==> config.mk <==
export PLATFORM = sky130hd
export DESIGN_NAME = mn_symbol_packer
export DESIGN_NICKNAME = d
export VERILOG_FILES = /design/src/rtl/mn_symbol_packer.sv
export SDC_FILE = /design/constraint.sdc
export NUM_CORES = 1
export LEC_CHECK = 0
export CELL_PAD_IN_SITES_DETAIL_PLACEMENT = 0
export CELL_PAD_IN_SITES_GLOBAL_PLACEMENT = 1
export CORE_MARGIN = 2
export CORE_UTILIZATION = 41
export CTS_CLUSTER_DIAMETER = 30
export DETAILED_ROUTE_END_ITERATION = 10
export PLACE_DENSITY = 0.87
export SYNTH_ARGS = -nofsm -noshare
export SYNTH_HDL_FRONTEND = slang
export SYNTH_SLANG_ARGS = --single-unit
==> constraint.sdc <==
create_clock -name clk -period 2.2 [get_ports clk]
set_input_delay 0.33 -clock clk [delete_from_list [all_inputs] [get_ports clk]]
set_output_delay 0.33 -clock clk [all_outputs]
set_load 0.05 [all_outputs]
==> src/rtl/mn_symbol_packer.sv <==
// Packs qualified {m,n} symbols four-per-byte (first symbol in the MSBs) and
// detects the symbol sequence 11 -> 10 -> 01 with a saturating detection count.
module mn_symbol_packer #(
    parameter int CNT_W = 8
) (
    input  logic             clk,
    input  logic             rst_b,
    input  logic             en,
    input  logic             m,
    input  logic             n,
    input  logic             clr,
    output logic [7:0]       word,
    output logic             word_vld,
    output logic             det,
    output logic [CNT_W-1:0] det_cnt
);

    // One-cold detector encoding; any other code is treated as illegal.
    typedef enum logic [2:0] {
        D0 = 3'b011,
        D1 = 3'b101,
        D2 = 3'b110
    } det_state_t;

    det_state_t       state_r;
    det_state_t       state_nxt_s;
    logic             hit_s;
    logic [1:0]       sym_s;
    logic [1:0]       slot_r;
    logic [7:0]       buf_r;
    logic [7:0]       buf_nxt_s;
    logic             cnt_sat_s;

    assign sym_s     = {m, n};
    assign cnt_sat_s = (det_cnt == {CNT_W{1'b1}});

    // Detector next state and match flag for the current symbol.
    always_comb begin
        state_nxt_s = D0;
        hit_s       = 1'b0;
        case (state_r)
            D0: begin
                if (sym_s == 2'b11) begin
                    state_nxt_s = D1;
                end else begin
                    state_nxt_s = D0;
                end
            end
            D1: begin
                if (sym_s == 2'b10) begin
                    state_nxt_s = D2;
                end else if (sym_s == 2'b11) begin
                    state_nxt_s = D1;
                end else begin
                    state_nxt_s = D0;
                end
            end
            D2: begin
                if (sym_s == 2'b01) begin
                    state_nxt_s = D0;
                    hit_s       = 1'b1;
                end else if (sym_s == 2'b11) begin
                    state_nxt_s = D1;
                end else begin
                    state_nxt_s = D0;
                end
            end
            default: begin
                state_nxt_s = D0;
                hit_s       = 1'b0;
            end
        endcase
    end

    // Shift buffer with the current symbol dropped into its slot position.
    always_comb begin
        buf_nxt_s = buf_r;
        case (slot_r)
            2'd0:    buf_nxt_s[7:6] = sym_s;
            2'd1:    buf_nxt_s[5:4] = sym_s;
            2'd2:    buf_nxt_s[3:2] = sym_s;
            2'd3:    buf_nxt_s[1:0] = sym_s;
            default: buf_nxt_s      = buf_r;
        endcase
    end

    // Packer, detector and counter state; clr keeps the last completed word.
    always_ff @(posedge clk) begin
        if (!rst_b) begin
            slot_r   <= 2'd0;
            buf_r    <= 8'h00;
            state_r  <= D0;
            word     <= 8'h00;
            word_vld <= 1'b0;
            det      <= 1'b0;
            det_cnt  <= {CNT_W{1'b0}};
        end else if (clr) begin
            slot_r   <= 2'd0;
            buf_r    <= 8'h00;
            state_r  <= D0;
            word_vld <= 1'b0;
            det      <= 1'b0;
            det_cnt  <= {CNT_W{1'b0}};
        end else if (en) begin
            slot_r   <= slot_r + 2'd1;
            buf_r    <= buf_nxt_s;
            state_r  <= state_nxt_s;
            det      <= hit_s;
            word_vld <= (slot_r == 2'd3);
            if (slot_r == 2'd3) begin
                word <= buf_nxt_s;
            end
            if (hit_s && !cnt_sat_s) begin
                det_cnt <= det_cnt + CNT_W'(1);
            end
        end else begin
            word_vld <= 1'b0;
            det      <= 1'b0;
        end
    end

endmodule

[Word level (Yosys, flattened, before mapping)]
Index checks and enable logic that the tools add are counted.
Storage, ports and cells
  register bits: 31
  input port bits: 6
  output and inout port bits: 18
  word-level logic and storage cells: 39
Cells by class
  add/subtract/negate cells: 2
  equality and inequality tests: 10
  muxes and demuxes: 10
  bitwise operators: 3
  reduce and logical (&&, ||, !) cells: 7
Operators with widths (number)
  $mux 3: 3
  $pmux 3 s3: 1
  $add 8x1->8 const B: 1
  $eq 2x2->1 const B: 4
  $eq 8x8->1 const B: 1
  $mux 2: 4
  $eq 3x3->1 const B: 2
  $eq 2x1->1 const B: 2
  $eq 3x2->1 const B: 1
  $not 1->1: 3
  $reduce_and 3->1: 1
  $reduce_or 3->1: 1
  $add 2x1->2 const B: 1
  $logic_not 2->1: 1
  $mux 1: 2
  $reduce_and 2->1: 1
  $reduce_or 2->1: 1
  $logic_and 1x1->1: 1
  $logic_not 1->1: 1

[Depth between registers and ports, before layout]
Gate-level depths: netlist of run 1.
  word-level depth: 5
  mapped depth: 6
  mapped depth without buffers: 5

[Worst setup path before layout of run 1]
No wires, ideal clock.
  path type: register to register
  from: reg det_cnt[0]
  to: reg det_cnt[0]
  setup time: 0.070 ns
  arrival: 1.635 ns
  required time: 2.130 ns
  path slack: 0.495 ns
  cell stages (with the launch flop): 6
  buffers on the path: 0
  clock period less this slack: 1.705 ns
  cells stage by stage: dfxtp_1 ha_1 and3_1 and3_1 or3_1 a21oi_1
On the way
  word-level cells in the longest chain between the ends: 4
  elaborated cells between the ends (all ways): 5
  classes of those cells: add/sub: 1; eq/ne: 1; reduce/logical: 3
RTL lines
  from (decl): RTL line 15  | output logic [CNT_W-1:0] det_cnt
  from (signal assigned): RTL line 96  | det_cnt <= {CNT_W{1'b0}};
  from (signal assigned): RTL line 103  | det_cnt <= {CNT_W{1'b0}};
  from (signal assigned): RTL line 114  | det_cnt <= det_cnt + CNT_W'(1);
  parallel branches: the longest is 4 deep, another holds $add 8x1->8
Several ways; the timed one is not identified.
A chain may end at the register's enable or synchronous reset.

[Worst setup path in the final report of run 1]
  from: reg det_cnt[3]
  to: out det_cnt[3]
No word-level cell between the ends.

==> run_results.csv, run 1 <==
group,metric,value,unit
critical_path,critPathMaxFanout,9,
critical_path,slowest_stage,"clkdlybuf4s50_1",
placed_design,place_hpwl,2.051,mm
logic_synthesis,synth_edf_count,0,
timing,fin_tns_setup,0,ns
logic_synthesis,syn-num-nets,167,
timing,fin_crit_sh,92.42,%
logic_synthesis,netlist_top_cells_area,"dfxtp_1 42%, nand2_1 6.6%, mux2i_1 5.1%, ha_1 4.6%, o211a_1 4.4%",
critical_path,crit_type,"flop to primary output",
hold_path,hold_class,"flop to flop",
route,wirelength,2.960,mm
critical_path,critPathMaxStageDelay,0.88,ns
status,outcome,"complete, no violations",
critical_path,cp.arrival,1.70,ns
global_routing,grtUsageMet2,30.08,%
finish,fin_nets,195,
clock_network,cts_resized,0,
logic_synthesis,synth_top_area_share,42.26,%
timing,report.final.slew_viol_count,0,
clock_network,cts-root-buf,"clkbuf_4",
clock_network,holdBufCountCts,0,
floorplan,fp.dieH,61.89,um
floorplan,die-area,3830,um^2
pwr,power_frac_clock,43.6,%
placed_design,gp_congestion,0.7670,
floorplan,die_w,61.89,um
logic_synthesis,yosys.cell_types.count,37,
timing,finalSetupViolCount,0,
route,drtPass1Iterations,4,
timing,max_slew_margin,58.54,%
route,vias,1215,
critical_path,required,1.87,ns
logic_synthesis,yosys_register_bits,29,
global_routing,overflow,0,
logic_synthesis,synthCells,156,
logic_synthesis,yosysWarnings,0,
placed_design,io_buffers,23,
timing,grt_setup_unrepaired,"false",
floorplan,num_rows,21,
finish,syn_to_final_growth,28.42,%
finish,antennaDiodeCount,0,
timing,fmax,0.4918,GHz
floorplan,core,3284,um^2
global_routing,grtUsageTotal,17.93,%
pwr,p_int,0.8292,mW
clock_network,cts.clk_slew.worst_paths,0.10,ns
global_routing,antenna_found_initial,0,
run,maxCapViolations,0,
clock_network,cts_tree,"done",
logic_synthesis,ys_top_cells_by_count,"29 x dfxtp_1, 24 x nand2_1, 10 x a21oi_1, 8 x clkbuf_1, 8 x nand3_1",
global_routing,top_usage_layer,"met2",
global_routing,grt_pass1_vias,1157,
clock_network,cts_buffers,5,
route,via_per_inst,5.260,
floorplan,initial_utilization,41.83,%
global_routing,grt_max_degree,19,
route,drt_iter0_drc,34,
logic_synthesis,netlist_area,1374,um^2
logic_synthesis,syn_avg_cell_area,8.807,um^2
floorplan,io_pins,24,
logic_synthesis,yosysMostFrequentCell,"dfxtp_1",
critical_path,startpoint_type,"flop",
pwr,leakage,0.7104,nW
logic_synthesis,yosysSeqAreaShare,42.26,%
critical_path,cp_num_buf_inv,1,
global_routing,grt_use_met1,21.27,%
global_routing,grt_pass1_wl,5.030,mm
timing,min_period,2.033,ns
pwr,p_sw,0.2298,mW
critical_path,crit_chain,"clkdlybuf4s50_1",
clock_network,cts.sinks,29,
pwr,power.density,600.3,nW/um^2
global_routing,met3_usage,5.383,%
pwr,swShare,21.70,%
logic_synthesis,ys.flop_type,"dfxtp_1",
route,ant_nets,0,
timing,finalClockSkew,0.007040,ns
route,drc_errors,0,
clock_network,clock_latency,0.33,ns
pwr,comb_power_share,6.2,%
timing,finalHoldViolCount,0,
clock_network,htree_num_levels,2,
critical_path,worstSetupEndpointType,"primary output",
logic_synthesis,yosys.area.top_type,"dfxtp_1",
pwr,power_frac_seq,50.2,%
finish,drive_gt1_share,8.108,%
clock_network,cts_buffer_depth,2,
timing,tightest_slew,0.6219,ns
clock_network,cts_setup_buffers,0,
logic_synthesis,synthArstFlopShare,0,%
pwr,irDropWorstVdd,0.3499,mV
critical_path,critPathTopFamily,"buffers and inverters",
route,wl_per_cell,12.81,um
pwr,total_power,1.059,mW
==> kinds of logic after synthesis <==
logic type	count (synthesis)	synth area share, %
adder cells (fa/ha/maj)	5	4.554
flip-flops	29	42.26
AND/OR/NAND/NOR	64	24.14
multiplexers	7	5.100
AO/OA/AOI/OAI	37	19.31
XOR/XNOR	2	1.275
buffers and inverters	12	3.369
==> layout make-up <==
type	count	area, um^2
well taps	46	57.56
multi-input cells	115	747.0
repair buffers	30	282.8
flip-flops and latches	29	580.6
clock buffers	7	55.05
clock inverters	1	30.03
inverters	3	11.26
fillers	330	1520
==> state kept, by name, indices dropped and copies added, names as in the netlist <==
signal    flops
det_cnt       8
word          8
buf_r         6
state_r       3
slot_r        2
det           1
word_vld      1
==> worst min-delay path, delay by kind of cell, from the launching register on <==
family / cells / cell delay [ns]
flops: 1 / 0.32
compound gates: 1 / 0.05
simple gates: 1 / 0.05
==> per-stage QoR <==
step           hold slack, ns  std cells  utilization [%]  setup WS (ns)  cell area, um^2
2_1_floorplan          0.4357        156                -         0.4953             1374
3_3_place_gp           0.4421        223            51.12         0.2418             1679
3_5_place_dp           0.4502        223            51.12         0.1933             1679
4_1_cts                0.4637        231            53.71         0.1636             1764
5_1_grt                0.4782        231            53.71         0.1091             1764
6_report               0.4594        231            53.71         0.1668             1764
==> power groups by stage <==
stage	Combinational, mW	Clock, mW	Sequential [mW]
after floorplan	0.0403	0	0.544
after global placement	0.0648	0	0.544
after detailed placement	0.0662	0	0.544
after CTS	0.0665	0.472	0.532
after global routing	0.0740	0.495	0.533
final	0.0658	0.461	0.532
==> path summary, 6_finish.rpt <==
kind,start,to,slack (ns),depth (start not counted)
max,det_cnt[3]$_SDFFE_PP0P_,det_cnt[3],0.17,1
min,buf_r[4]$_SDFFE_PP0P_,buf_r[4]$_SDFFE_PP0P_,0.46,2
max reg2reg,state_r[0]$_SDFFE_PP1P_,det_cnt[3]$_SDFFE_PP0P_,0.55,4
min reg2reg,buf_r[4]$_SDFFE_PP0P_,buf_r[4]$_SDFFE_PP0P_,0.46,2
==> routing by layer <==
| layer | wire (um) | vias to the layer above |
|---|---|---|
| met2 | 1430 | 23 |
| met1 | 1370 | 564 |
| li1 | - | 621 |
| met5 | 0 | - |
| met4 | 47 | 0 |
| met3 | 112 | 7 |
==> cells in the final DEF (no fill, tap or decap), drive strengths merged, types with 5 or more instances in the layout <==
cell type,count
nor2,7
nand2,24
mux2i,7
ha,5
buf,7
o211a,6
clkbuf,7
nand3,8
and3,5
clkdlybuf4s50,23
dfxtp,29
a21oi,10
(Power assumes the default switching activity.)
==> inputs of run 2 (changes only) <==
ABC_CLOCK_PERIOD_IN_PS = 2200   (was default)
==> results of run 2 <==
No change in the layout: final DEF, timing and power equal those of run 1.
==> inputs of run 3 (changes only) <==
ABC_CLOCK_PERIOD_IN_PS = 2250   (was 2200)
CORE_UTILIZATION = 38   (was 41)
PLACE_DENSITY = 0.82   (was 0.87)
clock period = 2.25 ns   (was 2.2 ns; I/O delays follow)
==> run_results.csv, run 3 (same netlist as run 1, synthesis figures left out) <==
group,metric,value,unit
timing,max_slew_margin,57.75,%
placed_design,io_buffers,23,
critical_path,rr_worst_depth,5,
critical_path,cp_num_buf_inv,1,
global_routing,grt_max_degree,19,
finish,drive_gt1_share,7.104,%
finish,final_util,50.55,%
route,met2_length,1.430,mm
finish,syn_to_final_growth,25.68,%
floorplan,core,3416,um^2
pwr,total_power,0.9148,mW
finish,final_cell_mix,"29 x dfxtp_1, 24 x nand2_1, 23 x clkdlybuf4s50_1, 10 x a21oi_1, 8 x nand3_1",
critical_path,required,1.91,ns
route,met1_length,1.401,mm
hold_path,holdPathStages,2,
global_routing,grt_pass1_vias,1188,
timing,tightest_slew,0.6337,ns
floorplan,num_rows,21,
timing,fin_tns_setup,0,ns
pwr,power.density,529.8,nW/um^2
placed_design,place_hpwl,2.147,mm
clock_network,holdBufCountCts,0,
floorplan,fp.dieH,64.13,um
timing,finalClockSkew,0.006293,ns
route,via_per_inst,5.279,
floorplan,die-area,4112,um^2
critical_path,slowest_stage,"clkdlybuf4s50_1",
clock_network,cts.sinks,29,
route,vias,1209,
critical_path,crit_type,"flop to primary output",
finish,reg_top3,"det_cnt: 8 flops, word: 8 flops, buf_r: 6 flops",
route,top_layer,"met4",
floorplan,die_w,64.13,um
hold_path,hp-start,"buf_r[3]$_SDFFE_PP0P_",
route,wirelength,3.001,mm
critical_path,critPathTopFamily,"buffers and inverters",
timing,fin_crit_sh,89.43,%
run,maxCapViolations,0,
placed_design,post-place-ws,0.2337,ns
route,wl_met3,100,um
clock_network,cts-root-buf,"clkbuf_4",
clock_network,cts_setup_buffers,0,
pwr,leakage,0.6911,nW
hold_path,hold_class,"flop to flop",
route,ant_nets,0,
clock_network,cts_buffers,5,
pwr,irDropWorstVdd,0.3848,mV
global_routing,grt_pass1_wl,5.271,mm
route,drtPass1Iterations,4,
route,wl_per_cell,13.10,um
route,drt_iter0_drc,73,
clock_network,htree_num_levels,2,
clock_network,cts_tree,"done",
floorplan,io_pins,24,
critical_path,worstSetupEndpointType,"primary output",
timing,fmax,0.4970,GHz
timing,whs,0.4630,ns
timing,min_period,2.012,ns
route,drc_errors,0,
critical_path,cp.arrival,1.67,ns
hold_path,holdPathEnd,"buf_r[3]$_SDFFE_PP0P_",
timing,setup_slack,0.2377,ns
finish,fillCellCount,344,
critical_path,critPathMaxStageDelay,0.86,ns
global_routing,antenna_found_initial,0,
finish,antennaDiodeCount,0,
critical_path,reg2reg_to,"det_cnt[0]$_SDFFE_PP0P_",
placed_design,gp_congestion,0.8023,
timing,grt_setup_unrepaired,"false",
global_routing,overflow,0,
clock_network,cts_buffer_depth,2,
finish,fin_nets,194,
global_routing,grtUsageTotal,16.50,%
critical_path,crit_chain,"clkdlybuf4s50_1",
critical_path,reg2reg_from,"det_cnt[0]$_SDFFE_PP0P_",
finish,final_common_cell,"dfxtp_1",
timing,report.final.slew_viol_count,0,
status,outcome,"complete, no violations",
critical_path,critPathMaxFanout,9,
clock_network,clock_latency,0.33,ns
critical_path,setup.reg_to_reg.worst_slack,0.64,ns
timing,finalSetupViolCount,0,
floorplan,initial_utilization,40.22,%
clock_network,cts.clk_slew.worst_paths,0.09,ns
timing,finalHoldViolCount,0,
critical_path,startpoint_type,"flop",
clock_network,cts_resized,0,
==> run 3: changes by cell type in the layout (fill, tap and decap cells not counted) <==
cell       before  now
buf_4           7    6
bufinv_16       1    0
==> run 3: how the worst max path moves through the flow <==
stage | start | to | slack, ns | cells past startpoint
floorplan | det_cnt[0]$_SDFFE_PP0P_ | det_cnt[0]$_SDFFE_PP0P_ | 0.55 | 5
global placement | n | det_cnt[5]$_SDFFE_PP0P_ | 0.29 | 5
detailed placement | n | det_cnt[5]$_SDFFE_PP0P_ | 0.23 | 5
CTS | det_cnt[3]$_SDFFE_PP0P_ | det_cnt[3] | 0.23 | 1
global route | det_cnt[3]$_SDFFE_PP0P_ | det_cnt[3] | 0.19 | 1
finish | det_cnt[2]$_SDFFE_PP0P_ | det_cnt[2] | 0.24 | 1
==> run 3: power breakdown <==
part | internal, mW | total (mW) | switching [mW]
clock network | 0.147 | 0.331 | 0.184
logic | 0.0279 | 0.0636 | 0.0357
registers | 0.517 | 0.520 | 0.00360
total | 0.692 | 0.915 | 0.223
==> run 3: metal layers <==
layer  vias to the layer above  track usage, %
li1                        612               -
met1                       565           18.95
met2                        23           28.13
met3                         9           4.049
met4                         0           8.777
met5                         -               0
==> run 3: worst register-to-register path: cells and delay by family, from the launching register on <==
| family | cells | cell delay (ns) |
|---|---|---|
| AO/OA/AOI/OAI | 1 | 0.15 |
| AND/OR/NAND/NOR | 3 | 0.74 |
| adder cells (fa/ha/maj) | 1 | 0.29 |
| flip-flops | 1 | 0.35 |
==> run 3: stage by stage <==
step | instances | cell area, um^2
2_1_floorplan | 156 | 1374
3_3_place_gp | 222 | 1672
3_5_place_dp | 222 | 1672
4_1_cts | 229 | 1727
5_1_grt | 229 | 1727
6_report | 229 | 1727
==> run 3: layout make-up <==
| class | count | area, um^2 | share of cell area, % |
|---|---|---|---|
| inverter | 3 | 11.26 | 0.6522 |
| timing repair buffer | 29 | 275.3 | 15.94 |
| sequential | 29 | 580.6 | 33.62 |
| clock buffer | 7 | 55.05 | 3.188 |
| tap | 46 | 57.56 | 3.333 |
| multi-input combinational | 115 | 747.0 | 43.26 |
